**src/rtl/instr_fetch_if.sv**
```systemverilog
// instr_fetch_if: instruction-memory req/ack port and decoder-facing valid/ready port of the fetch unit
interface instr_fetch_if;
    logic        imem_req;
    logic [31:0] imem_addr;
    logic        imem_ack;
    logic [31:0] imem_rdata;
    logic [31:0] instr;
    logic        instr_valid;
    logic        instr_ready;
    logic [31:0] pc;
    logic [31:0] pc_plus4;
    logic        dobranch;
    logic        dojump;
    logic        dojumpreg;
    logic [31:0] jr_target;
    logic        addr_err;
    modport master (
        output imem_req, imem_addr, instr, instr_valid, pc, pc_plus4, addr_err,
        input  imem_ack, imem_rdata, instr_ready, dobranch, dojump, dojumpreg, jr_target
    );
    modport slave (
        input  imem_req, imem_addr, instr, instr_valid, pc, pc_plus4, addr_err,
        output imem_ack, imem_rdata, instr_ready, dobranch, dojump, dojumpreg, jr_target
    );
endinterface

```
**src/rtl/instr_fetch.sv**
```systemverilog
// instr_fetch: PC and fetch FSM over req/ack imem and valid/ready decoder ports; `define PREFETCH_EN adds a one-entry prefetch buffer
module instr_fetch #(
    parameter logic [31:0] RESET_PC = 32'h0000_0000
) (
    input logic           clk,
    input logic           reset,
    instr_fetch_if.master bus
);
`ifdef PREFETCH_EN
    typedef enum logic [1:0] {S_FETCH, S_VALID, S_DRAIN} state_t;
`else
    typedef enum logic [1:0] {S_FETCH, S_VALID} state_t;
`endif
    state_t      state_q, state_d;
    logic [31:0] fetch_pc_q, fetch_pc_d, pc_q, pc_d, instr_q, instr_d;
    logic [31:0] pc_plus4, next_pc;
    logic        addr_err_q, addr_err_d, consume, ack;
`ifdef PREFETCH_EN
    logic        pf_valid_q, pf_valid_d, redirect;
    logic [31:0] pf_data_q, pf_data_d;
    assign redirect      = bus.dojumpreg | bus.dojump | bus.dobranch;
    assign bus.imem_req  = reset & ((state_q != S_VALID) | ~pf_valid_q);
    assign bus.imem_addr = (state_q == S_FETCH) ? fetch_pc_q : pc_plus4;
`else
    assign bus.imem_req  = reset & (state_q == S_FETCH);
    assign bus.imem_addr = fetch_pc_q;
`endif
    assign pc_plus4        = pc_q + 32'd4;
    assign ack             = bus.imem_ack & bus.imem_req;
    assign bus.instr_valid = reset & (state_q == S_VALID);
    assign consume         = bus.instr_valid & bus.instr_ready;
    assign bus.instr       = instr_q;
    assign bus.pc          = pc_q;
    assign bus.pc_plus4    = pc_plus4;
    assign bus.addr_err    = addr_err_q;
    assign next_pc = bus.dojumpreg ? {bus.jr_target[31:2], 2'b00}
                   : bus.dojump    ? {pc_plus4[31:28], instr_q[25:0], 2'b00}
                   : bus.dobranch  ? pc_plus4 + {{14{instr_q[15]}}, instr_q[15:0], 2'b00}
                   : pc_plus4;

    always_comb begin
        state_d    = state_q;
        fetch_pc_d = fetch_pc_q;
        pc_d       = pc_q;
        instr_d    = instr_q;
        addr_err_d = consume & bus.dojumpreg & (|bus.jr_target[1:0]);
`ifdef PREFETCH_EN
        pf_valid_d = pf_valid_q;
        pf_data_d  = pf_data_q;
`endif
        case (state_q)
            S_FETCH: if (ack) begin
                instr_d = bus.imem_rdata;
                pc_d    = fetch_pc_q;
                state_d = S_VALID;
            end
`ifdef PREFETCH_EN
            S_VALID: if (consume && !redirect && (pf_valid_q || ack)) begin
                instr_d    = pf_valid_q ? pf_data_q : bus.imem_rdata;
                pc_d       = pc_plus4;
                pf_valid_d = 1'b0;
            end else if (consume) begin
                // an unfinished speculative request must complete before the redirect target is fetched
                fetch_pc_d = next_pc;
                pf_valid_d = 1'b0;
                state_d    = (redirect && bus.imem_req && !ack) ? S_DRAIN : S_FETCH;
            end else if (ack) begin
                pf_valid_d = 1'b1;
                pf_data_d  = bus.imem_rdata;
            end
            S_DRAIN: if (ack) state_d = S_FETCH;
`else
            S_VALID: if (consume) begin
                fetch_pc_d = next_pc;
                state_d    = S_FETCH;
            end
`endif
            default: state_d = S_FETCH;
        endcase
    end

    always_ff @(posedge clk) begin
        if (!reset) begin
            state_q    <= S_FETCH;
            fetch_pc_q <= RESET_PC;
            pc_q       <= RESET_PC;
            instr_q    <= '0;
            addr_err_q <= 1'b0;
`ifdef PREFETCH_EN
            pf_valid_q <= 1'b0;
            pf_data_q  <= '0;
`endif
        end else begin
            state_q    <= state_d;
            fetch_pc_q <= fetch_pc_d;
            pc_q       <= pc_d;
            instr_q    <= instr_d;
            addr_err_q <= addr_err_d;
`ifdef PREFETCH_EN
            pf_valid_q <= pf_valid_d;
            pf_data_q  <= pf_data_d;
`endif
        end
    end
endmodule

```
**src/flat_wrapper.sv**
```systemverilog
// flat-port wrapper written by rule: the top's interface ports become plain ports
module instr_fetch_flat 
#(
    parameter logic [31:0] RESET_PC = 32'h0000_0000
)
  (clk, reset, bus_imem_req, bus_imem_addr, bus_instr, bus_instr_valid, bus_pc, bus_pc_plus4, bus_addr_err, bus_imem_ack, bus_imem_rdata, bus_instr_ready, bus_dobranch, bus_dojump, bus_dojumpreg, bus_jr_target);
  instr_fetch_if bus_i ();
  input logic clk;
  input logic reset;
  output wire logic [$bits(bus_i.imem_req)-1:0] bus_imem_req;
  output wire logic [$bits(bus_i.imem_addr)-1:0] bus_imem_addr;
  output wire logic [$bits(bus_i.instr)-1:0] bus_instr;
  output wire logic [$bits(bus_i.instr_valid)-1:0] bus_instr_valid;
  output wire logic [$bits(bus_i.pc)-1:0] bus_pc;
  output wire logic [$bits(bus_i.pc_plus4)-1:0] bus_pc_plus4;
  output wire logic [$bits(bus_i.addr_err)-1:0] bus_addr_err;
  input wire logic [$bits(bus_i.imem_ack)-1:0] bus_imem_ack;
  input wire logic [$bits(bus_i.imem_rdata)-1:0] bus_imem_rdata;
  input wire logic [$bits(bus_i.instr_ready)-1:0] bus_instr_ready;
  input wire logic [$bits(bus_i.dobranch)-1:0] bus_dobranch;
  input wire logic [$bits(bus_i.dojump)-1:0] bus_dojump;
  input wire logic [$bits(bus_i.dojumpreg)-1:0] bus_dojumpreg;
  input wire logic [$bits(bus_i.jr_target)-1:0] bus_jr_target;
  assign bus_imem_req = bus_i.imem_req;
  assign bus_imem_addr = bus_i.imem_addr;
  assign bus_instr = bus_i.instr;
  assign bus_instr_valid = bus_i.instr_valid;
  assign bus_pc = bus_i.pc;
  assign bus_pc_plus4 = bus_i.pc_plus4;
  assign bus_addr_err = bus_i.addr_err;
  assign bus_i.imem_ack = bus_imem_ack;
  assign bus_i.imem_rdata = bus_imem_rdata;
  assign bus_i.instr_ready = bus_instr_ready;
  assign bus_i.dobranch = bus_dobranch;
  assign bus_i.dojump = bus_dojump;
  assign bus_i.dojumpreg = bus_dojumpreg;
  assign bus_i.jr_target = bus_jr_target;
  instr_fetch #(.RESET_PC(RESET_PC)) u_core (.clk(clk), .reset(reset), .bus(bus_i));
endmodule
```
**config.mk**
```make
export PLATFORM = sky130hd
export DESIGN_NAME = instr_fetch_flat
export DESIGN_NICKNAME = d
export VERILOG_FILES = /design/src/rtl/instr_fetch_if.sv /design/src/rtl/instr_fetch.sv /design/src/flat_wrapper.sv
export SDC_FILE = /design/constraint.sdc
export NUM_CORES = 1
export LEC_CHECK = 0
export ABC_AREA = 0
export CAP_MARGIN = 30
export CORE_ASPECT_RATIO = 1.1
export CORE_MARGIN = 1.5
export CORE_UTILIZATION = 51
export DETAILED_ROUTE_END_ITERATION = 7
export PLACE_DENSITY = 0.87
export SLEW_MARGIN = 20
export SYNTH_ARGS = -nofsm -noshare
export SYNTH_HDL_FRONTEND = slang
export SYNTH_SLANG_ARGS = --single-unit
```
**constraint.sdc**
```tcl
create_clock -name clk -period 11.7 [get_ports clk]
set_input_delay 2.34 -clock clk [delete_from_list [all_inputs] [get_ports clk]]
set_output_delay 2.34 -clock clk [all_outputs]
set_load 0.01 [all_outputs]
```
# After elaboration in Yosys (flattened, before gate mapping)
# Cells that the tools add are included.
[totals] inputBits=71 wordCells=27 register_bits=99
[op_classes] muxes=6 n_eq_ne=3 n_addsub=2 n_reduce_logical=5 bitwise=6
[ops] cell="two-way mux 32 bit" n=3
[ops] cell="adder 32 x 3 -> 32 bit, second input constant" n=1
[ops] cell="adder 32 bit" n=1
[ops] cell="AND 1 bit" n=6
[ops] cell="AND reduction 2 bit" n=3
[ops] cell="two-way mux 2 bit" n=2
[ops] cell="!= test 2 x 1 -> 1 bit, second input constant" n=2
[ops] cell="case mux 2 bit (2 select lines)" n=1
[ops] cell="== test 2 x 1 -> 1 bit, second input constant" n=1
[ops] cell="logical NOT 2 bit" n=1
[ops] cell="OR reduction 2 bit" n=1

# Longest topological paths before layout
# Gate-level depths: netlist (run 1).
[depth] ltp_word=5 ltp_mapped=18 ltp_nobuf=17

# Least setup slack after synthesis (run 1)
# No wires, ideal clock.
[synth_path] path_type="input port to output port" start="input port reset" end="output port bus_imem_req" stages=2 required_time_ns=9.360 arrival_ns=2.578 setup_slack_ns=6.782 cell_sequence="inv_2 > nor2_1"
[synth_via] elab_chain_len=1
[synth_rtl] item="from (decl)" line_no="flat_wrapper.sv:9" text="input logic reset;"
[synth_rtl] item="AND 1 bit" line_no="instr_fetch.sv:25" text="assign bus.imem_req = reset & (state_q == S_FETCH);"
[synth_rtl] item="to (decl)" line_no="flat_wrapper.sv:10" text="output wire logic [$bits(bus_i.imem_req)-1:0] bus_imem_req;"
# No other way between the ends.

# Worst setup path in the final report (run 1)
# Same ends and word-level chain as after synthesis.

==> results_dict.tcl, run 1 <==
set metrics [dict create \
    finalSetupViolCount 0 \
    start_util_pct 52.0 \
    grt_pass1_wl_um 33700 \
    drive_above_1_share_pct 3.46 \
    htree_levels 3 \
    cp-start-kind "primary input" \
    relSlewSlack_pct 41.2 \
    leakagePower_nw 3.41 \
    firstDrtPassIters 5 \
    synth_top_family_by_area "compound AO/OA/AOI/OAI gates" \
    synth-compound-area-share_pct 25.7 \
    critPathArrivalTime_ns 4.32 \
    p_int_uw 599 \
    cpPeakStageDelay_ns 0.64 \
    crit_path_end_kind "output port" \
    synth_area_per_cell_sq_um 7.42 \
    synthMuxAreaShare_pct 1.49 \
    synthDistinctLibCells 58 \
    crit_required_ns 9.36 \
    ys_ff_latch 98 \
    antenna_left 0 \
    initialDrtViolationCount 590 \
    globalRouteOverflowTotal 0 \
    drcViolationCount 0 \
    die_h_um 119 \
    vias 6995 \
    gr-usage-all-layers_pct 33.5 \
    synth_xor_area_share_pct 7.57 \
    synth_fp_nets 948 \
    hold_viol_final 0 \
    cts.sinks 98 \
    pwr-share-comb_pct 19.4 \
    die_w_um 108 \
    cts_resized 0 \
    clk_path_buf_depth 2 \
    syn_inst 840 \
    hold_buffers 0 \
    sw_frac_of_total_pct 29.3 \
    tightest_slew_ns 0.879 \
    synth-edff-count 0 \
    slowest_stage "buf_4" \
    pwr-share-seq_pct 42.9 \
    yosysWarningCount 0 \
    path_cells "buf_2, buf_4, inv_2, nor2_1, clkdlybuf4s50_1" \
    power_frac_clock_pct 37.7 \
    nets 1115 \
    numCtsBuffers 9 \
    rsz0062_at_grt "no" \
    clkTransAtPathRegs_ns 0.08 \
    design_area_sq_um 8630 \
    place_area_sq_um 8310 \
    grt_antenna_before_repair 0 \
    yosys_most_used_dff "dfxtp_1" \
    power.density_nw_per_um2 98.2 \
    fin_worst_skew_ns 0.0110 \
    area_growth_pct 38.4 \
    critPathMaxFanout 76 \
    whs_ns 0.463 \
    grt_pass1_vias 6535 \
    layout_commonest_cell "clkdlybuf4s50_1" \
    clk_latency_ns 0.35 \
    synthSimpleGateAreaFrac_pct 21.5 \
    finalMaxSlewViolations 0 \
    worst-path-buf-inv 4 \
    final_cell_mix "200 x clkdlybuf4s50_1, 182 x nand2_1, 98 x dfxtp_1" \
    period_needed_ns 6.66 \
    p_sw_uw 248 \
    ios 202 \
    critPathTopFamily "buffers and inverters" \
    root_buffer "clkbuf_16" \
    grt_max_degree 85 \
    postCtsSetupRepairBufs 0 \
    antenna-diode-count 0 \
    port_buffers 201 \
    synthArstFlopShare_pct 0 \
    netlist_area_sq_um 6230 \
    dp_hpwl_um 15900 \
    synth_adder_area_share_pct 7.55 \
    totalWireLength_um 21800 \
    wire_per_inst_um 18.7 \
    yosysSeqAreaShare_pct 31.5 \
    hold_path_class "reg -> reg" \
    die-area_sq_um 12900 \
    status "complete, no violations" \
    drv_cap 0 \
    tns_ns 0 \
    via_per_inst 6.00 \
    gp_congestion 0.949 \
    core-area_sq_um 12000 \
    row_count 42 \
    path_class "in -> out" \
    fin_crit_sh_pct 56.9 \
    max-vdd-ir-drop_mv 0.101 \
    tritoncts "built" \
    fmax_mhz 150 \
]
-- cell usage after synthesis (12+ instances only) --
library cell / n / area [sq um]
dfxtp_1: 98 / 1960
o21ai_0: 92 / 460
xor2_1: 21 / 184
ha_1: 36 / 450
nand2_1: 182 / 683
a21oi_1: 53 / 265
nor3_1: 12 / 60.1
a21o_1: 19 / 143
nor2_1: 47 / 176
nand3_1: 32 / 160
o211ai_1: 12 / 90.1
xnor2_1: 31 / 272
inv_1: 21 / 78.8
clkbuf_1: 47 / 176
o31ai_1: 17 / 128
-- tightest hold or removal path: stages (launching register included) --
cell and delay (ns):
dfxtp_1 0.31, nand2_1 0.05, o21ai_0 0.06
-- state kept, by name, indices dropped and copies added, names as in the netlist --
name / flops
u_core.bus.addr_err: 1
u_core.bus.imem_addr: 32
u_core.bus.instr: 32
u_core.bus.pc: 32
u_core.state_q: 1
-- power by group through the flow --
stage          clock, mW  sequential (mW)  combinational (mW)
6_report           0.319            0.363               0.164
5_1_grt            0.334            0.365               0.177
4_1_cts            0.321            0.363               0.163
3_5_place_dp           0            0.371               0.161
3_3_place_gp           0            0.370               0.158
2_1_floorplan          0            0.374              0.0736
-- cell families (layout without fill, tap and decap cells) --
logic type | after synthesis | in the layout
AO/OA/AOI/OAI | 256 | 256
XOR/XNOR | 53 | 53
adder cells (fa/ha/maj) | 37 | 37
buffers and inverters | 76 | 248
flip-flops | 98 | 98
multiplexers | 9 | 9
AND/OR/NAND/NOR | 311 | 311
-- metrics by stage --
step                      total power [mW]  setup slack (ns)  utilization (%)  std cells
after floorplan                      0.448              6.78                -        840
after global placement               0.528              5.12             69.1       1149
after detailed placement             0.532              5.07             69.3       1150
after CTS                            0.847              5.07             72.0       1166
after global routing                 0.877              4.92             72.0       1166
final                                0.847              5.04             72.0       1166
-- routing by layer --
metal | vias to the layer above | routed length, um | GRT usage [%]
met5 | - | 0 | 0
met4 | 0 | 1180 | 19.2
met3 | 85 | 2010 | 6.95
met2 | 385 | 10200 | 55.2
met1 | 3229 | 8380 | 39.9
li1 | 3296 | - | -
-- path summary, 6_finish.rpt --
path / cells after the start / slack, ns / to / startpoint
worst max register to register: 17 / 6.74 / u_core.bus.imem_addr[31]$_SDFFE_PN0P_ / u_core.bus.pc[2]$_SDFFE_PN0P_
worst min-delay path: 2 / 0.46 / u_core.bus.instr[30]$_SDFFE_PN0P_ / u_core.bus.instr[30]$_SDFFE_PN0P_
worst max-delay path: 5 / 5.04 / bus_imem_req / reset
worst min register to register: 2 / 0.46 / u_core.bus.instr[30]$_SDFFE_PN0P_ / u_core.bus.instr[30]$_SDFFE_PN0P_
-- layout make-up --
type | count | area [sq um]
Multi-Input combinational cell | 666 | 3980
Tap cell | 154 | 193
Fill cell | 997 | 3350
Inverter | 23 | 86.3
Clock inverter | 7 | 95.1
Clock buffer | 9 | 225
Sequential cell | 98 | 1960
Timing Repair Buffer | 209 | 2090
(Power assumes the default switching activity.)
==> run 2, diff against run 1 <==
CORE_UTILIZATION = 43   (was 51)
PLACE_DENSITY = 0.78   (was 0.87)
clock period = 5.4 ns   (was 11.7 ns; I/O delays follow)
==> run 2 against run 1 <==
Routed wire length is 5.3% higher. Non-clock buffer count is 4 higher. Count of clock-buffer cells in the layout stayed put. Hold slack worse by 0.0030 ns. Die area is 18% higher. Clock skew is 0.0041 ns lower. Via count is 1.5% lower. Final area is 1.2% higher. Sequential cell count stayed put. Core utilization is 9.5 points lower. Largest power group unchanged. Highest routed layer unchanged.
==> results_dict.tcl, run 2 (synthesized netlist as in run 1, its figures left out) <==
set metrics [dict create \
    finalSetupViolCount 0 \
    crit_path_end_kind "flip-flop" \
    area_growth_pct 40.0 \
    grt_antenna_before_repair 0 \
    max-vdd-ir-drop_mv 0.173 \
    relSlewSlack_pct 35.2 \
    antenna-diode-count 0 \
    leakagePower_nw 3.45 \
    antenna_left 0 \
    cp.depth 17 \
    die_h_um 129 \
    die-area_sq_um 15200 \
    cts.sinks 98 \
    cts_resized 0 \
    drv_cap 0 \
    port_buffers 201 \
    drcViolationCount 0 \
    grt_pass1_wl_um 35100 \
    layout_commonest_cell "clkdlybuf4s50_1" \
    path_cells "ha_1, nand3_1, nor2_1, nand2_1, nor2_1, nand3_1, xnor2_1, ha_1, a21oi_1, o21ai_0, a211oi_1, o2111ai_1, a311oi_1, o21ai_0, xor2_1, and3_1, o31ai_2" \
    gp_congestion 0.933 \
    r2r_cells 17 \
    htree_levels 3 \
    via_per_inst 5.72 \
    crit_required_ns 5.67 \
    status "complete, no violations" \
    clkTransAtPathRegs_ns 0.07 \
    totalWireLength_um 22900 \
    postCtsSetupRepairBufs 0 \
    globalRouteOverflowTotal 0 \
    power.density_nw_per_um2 221 \
    wire_per_inst_um 19.0 \
    hold_viol_final 0 \
    hold_buffers 0 \
    fin_worst_skew_ns 0.00688 \
    row_count 45 \
    r2r_end "u_core.bus.imem_addr[31]$_SDFFE_PN0P_" \
    vias 6887 \
    nets 1119 \
    final_cells 1204 \
    period_needed_ns 4.37 \
    ios 202 \
    fin_crit_sh_pct 81.0 \
    crit_end "u_core.bus.imem_addr[31]$_SDFFE_PN0P_" \
    grt_pass1_vias 6494 \
    initialDrtViolationCount 533 \
    start_util_pct 44.6 \
    critPathArrivalTime_ns 4.64 \
    cp-start-kind "flip-flop" \
    worst-path-buf-inv 0 \
    drive_above_1_share_pct 3.84 \
    finalMaxSlewViolations 0 \
    place_inst 1187 \
    root_buffer "clkbuf_16" \
    slowest_stage "a311oi_1" \
    die_w_um 118 \
    tns_ns 0 \
    fmax_mhz 229 \
    tightest_slew_ns 0.971 \
    reg2reg_from "u_core.bus.pc[2]$_SDFFE_PN0P_" \
    core-area_sq_um 14000 \
    startpoint "u_core.bus.pc[2]$_SDFFE_PN0P_" \
    path_class "reg -> reg" \
    critPathMaxFanout 7 \
    cpPeakStageDelay_ns 0.41 \
    critPathTopFamily "compound AO/OA/AOI/OAI gates" \
    whs_ns 0.460 \
    hold_path_class "reg -> reg" \
    numCtsBuffers 9 \
    rsz0062_at_grt "no" \
    tritoncts "built" \
    grt_max_degree 57 \
    gr-usage-all-layers_pct 29.2 \
    dp_hpwl_um 17100 \
    clk_path_buf_depth 2 \
    final_cell_mix "200 x clkdlybuf4s50_1, 182 x nand2_1, 98 x dfxtp_1" \
    firstDrtPassIters 5 \
    clk_latency_ns 0.35 \
    worst-r2r-setup-slack_ns 1.03 \
    fillerInstances 1292 \
]
-- run 2: cell count changes in the layout (fill, tap and decap cells not counted), sizes merged --
cell / delta
buf: +4
bufinv: +2
clkinv: -1
inv: -1
-- run 2: final cells by class --
class / count / area [sq um] / area share [%]
Multi-Input combinational cell: 666 / 3980 / 45.6
Timing Repair Buffer: 213 / 2100 / 24.1
Sequential cell: 98 / 1960 / 22.5
Tap cell: 188 / 235 / 2.70
Clock buffer: 9 / 225 / 2.58
Clock inverter: 7 / 135 / 1.55
Inverter: 23 / 86.3 / 0.989
-- run 2: power breakdown --
| group | total [mW] | switching, mW | internal, mW |
|---|---|---|---|
| sequential | 0.791 | 0.0376 | 0.754 |
| clock | 0.785 | 0.322 | 0.463 |
| combinational | 0.353 | 0.183 | 0.170 |
-- run 2: worst min-delay path by stage --
stage | from | endpoint | slack [ns] | cells past startpoint
final | u_core.bus.instr[26]$_SDFFE_PN0P_ | u_core.bus.instr[26]$_SDFFE_PN0P_ | 0.46 | 2
after global routing | u_core.bus.instr[26]$_SDFFE_PN0P_ | u_core.bus.instr[26]$_SDFFE_PN0P_ | 0.48 | 2
after CTS | u_core.bus.instr[26]$_SDFFE_PN0P_ | u_core.bus.instr[26]$_SDFFE_PN0P_ | 0.46 | 2
after detailed placement | u_core.bus.instr[28]$_SDFFE_PN0P_ | u_core.bus.instr[28]$_SDFFE_PN0P_ | 0.45 | 2
after global placement | u_core.bus.instr[26]$_SDFFE_PN0P_ | u_core.bus.instr[26]$_SDFFE_PN0P_ | 0.44 | 2
after floorplan | u_core.bus.instr[26]$_SDFFE_PN0P_ | u_core.bus.instr[26]$_SDFFE_PN0P_ | 0.48 | 2
-- run 2: per-layer routing --
layer  GRT usage [%]  wire length [um]  share of wire (%)  vias up
met5               0                 0                  0        -
met4            10.7               721                3.1        0
met3            7.26              1980                8.6       53
met2            50.5             10700                 47      329
met1            35.4              9510                 41     3203
li1                -                 -                  -     3302
-- run 2: tightest hold or removal path: cells and delay by family (launching register included) --
kind	cells	cell delay (ns)
and+or+nand+nor	1	0.05
DFF	1	0.31
AOI/OAI and AO/OA	1	0.06
-- run 2: per-stage QoR --
stage               worst slack, ns  utilization (%)  total power, mW  instance area, sq um
floorplan                      1.37                -            0.970                  6230
global placement               1.30             59.8             1.15                  8350
detailed placement             1.10             59.8             1.15                  8350
CTS                            1.08             62.4             1.93                  8710
global route                  0.588             62.5             2.00                  8730
finish                         1.03             62.5             1.93                  8730
==> run 3, diff against run 2 <==
CORE_UTILIZATION = 47   (was 43)
PLACE_DENSITY = 0.81   (was 0.78)
clock period = 4.21 ns   (was 5.4 ns; I/O delays follow)
==> run 3 against run 2 <==
Fmax up 9.1%. Final cell count down 1.3%. Highest routed layer unchanged. First-iteration DRC count down 3.9%. Critical path depth down 1. Sequential cell count unchanged. Non-clock buffer count up 15. Global-route usage up 2.4 points. Largest power group unchanged. Final area up 0.16%. Core utilization up 6.1 points.
==> results_dict.tcl, run 3 (synthesized netlist as in run 1, its figures left out) <==
set metrics [dict create \
    status "complete, no violations" \
    leakagePower_nw 3.49 \
    grt_pass1_wl_um 34200 \
    row_count 43 \
    multi_input_area_sq_um 4010 \
    relSlewSlack_pct 38.2 \
    crit_path_end_kind "flip-flop" \
    area_growth_pct 40.3 \
    core-area_sq_um 12800 \
    port_buffers 201 \
    busiest_layer "met2" \
    hold_path_class "reg -> reg" \
    tightest_slew_ns 0.926 \
    max-vdd-ir-drop_mv 0.187 \
    cpPeakStageDelay_ns 0.44 \
    grt_use_met1_pct 37.4 \
    slowest_stage "dfxtp_1" \
    final_core_util_pct 68.6 \
    use_met3_pct 6.33 \
    die_h_um 124 \
    crit_required_ns 4.50 \
    gr-usage-all-layers_pct 31.6 \
    htree_levels 3 \
    regArea_sq_um 1960 \
    clkTransAtPathRegs_ns 0.08 \
    cp-start-kind "flip-flop" \
    clk_latency_ns 0.36 \
    grt_max_degree 74 \
    hold_viol_final 0 \
    gr-usage-met2_pct 55.5 \
    drv_cap 0 \
    fmax_mhz 249 \
    drive_above_1_share_pct 5.72 \
    start_util_pct 48.9 \
    globalRouteOverflowTotal 0 \
    clk_path_buf_depth 2 \
    fin_worst_skew_ns 0.0129 \
    finalSetupViolCount 0 \
    path_class "reg -> reg" \
    layout_commonest_cell "clkdlybuf4s50_1" \
    fin_total_pwr_mw 2.29 \
    antenna-diode-count 0 \
    initialDrtViolationCount 512 \
    nets 1134 \
    wire_per_inst_um 19.1 \
    grt_pass1_vias 6377 \
    critPathArrivalTime_ns 4.30 \
    root_buffer "clkbuf_16" \
    tritoncts "built" \
    whs_ns 0.460 \
    dp_hpwl_um 17000 \
    antenna_left 0 \
    critPathMaxFanout 7 \
    fin_crit_sh_pct 95.2 \
    grt_antenna_before_repair 0 \
    numCtsBuffers 9 \
    via_per_inst 5.96 \
    period_needed_ns 4.01 \
    firstDrtPassIters 8 \
    die_w_um 113 \
    ios 202 \
    gp_congestion 0.970 \
    die-area_sq_um 14000 \
    fillerInstances 1089 \
    finalMaxSlewViolations 0 \
    totalWireLength_um 22700 \
    cts.sinks 98 \
    vias 7084 \
    drcViolationCount 0 \
    crit_path_frequent_cell "o21ai_0" \
    power.density_nw_per_um2 262 \
    path_cells "and4_1, nand4_1, or2_4, nor2_1, nand3_1, xnor2_1, ha_1, a21oi_1, o21ai_0, a211oi_2, o2111ai_2, a311oi_2, o21ai_0, xor2_1, and3_1, o31ai_2" \
    final_cell_mix "200 x clkdlybuf4s50_1, 182 x nand2_1, 98 x dfxtp_1" \
]
## run 3: changes by cell type in the layout (fill, tap and decap cells not counted), sizes merged
cell / previous run / this run
clkbuf: 9 / 10
bufinv: 3 / 0
clkinvlp: 0 / 1
buf: 13 / 28
clkinv: 2 / 3
## run 3: worst max-delay path: cells and delay by family, from the launching register on
| kind | cells | cell delay [ns] |
|---|---|---|
| xor+xnor | 2 | 0.42 |
| simple gates | 6 | 1.26 |
| flops | 1 | 0.44 |
| compound gates | 7 | 1.49 |
| fa+ha+maj | 1 | 0.32 |
## run 3: cell type report
class                           count  share of cell area, %
Clock buffer                       10                   2.62
Timing Repair Buffer              228                   25.3
Sequential cell                    98                   22.4
Inverter                           23                  0.988
Clock inverter                      6                  0.573
Multi-Input combinational cell    666                   45.8
Tap cell                          157                   2.25
## run 3: final timing paths
kind	startpoint	slack, ns	cells past startpoint	end
hold reg to reg	u_core.bus.instr[27]$_SDFFE_PN0P_	0.46	2	u_core.bus.instr[27]$_SDFFE_PN0P_
setup / recovery	u_core.bus.pc[12]$_SDFFE_PN0P_	0.20	16	u_core.bus.imem_addr[31]$_SDFFE_PN0P_
hold / removal	u_core.bus.instr[27]$_SDFFE_PN0P_	0.46	2	u_core.bus.instr[27]$_SDFFE_PN0P_
setup reg to reg	u_core.bus.pc[12]$_SDFFE_PN0P_	0.20	16	u_core.bus.imem_addr[31]$_SDFFE_PN0P_
## run 3: through the flow
| step | instances | area (sq um) | worst slack, ns | setup TNS (ns) |
|---|---|---|---|---|
| global placement | 1171 | 8430 | 0.321 | 0 |
| finish | 1188 | 8740 | 0.201 | 0 |
| detailed placement | 1171 | 8430 | 0.180 | 0 |
| floorplan | 840 | 6230 | 0.179 | 0 |
| global route | 1188 | 8740 | -0.0173 | -0.0173 |
| CTS | 1187 | 8700 | 0.127 | 0 |
## run 3: routing by layer
layer  up-vias  wire [um]  part of all wire, %
li1       3336          -                    -
met5         -          0                    0
met4         0        938                  4.1
met1      3281       8990                   40
met3        78       2060                  9.1
met2       389      10700                   47
## run 3: what timing repair did
action / CTS / global route
setup buffers: 0 / 1
resized for setup: 0 / 6
hold buffers: 0 / 0
setup endpoints to repair: 0 / 8
## run 3: power by group
part / total, mW / switching, mW / internal [mW]
logic: 0.457 / 0.235 / 0.222
registers: 1.01 / 0.0473 / 0.967
clock network: 0.815 / 0.406 / 0.409
total: 2.29 / 0.688 / 1.60
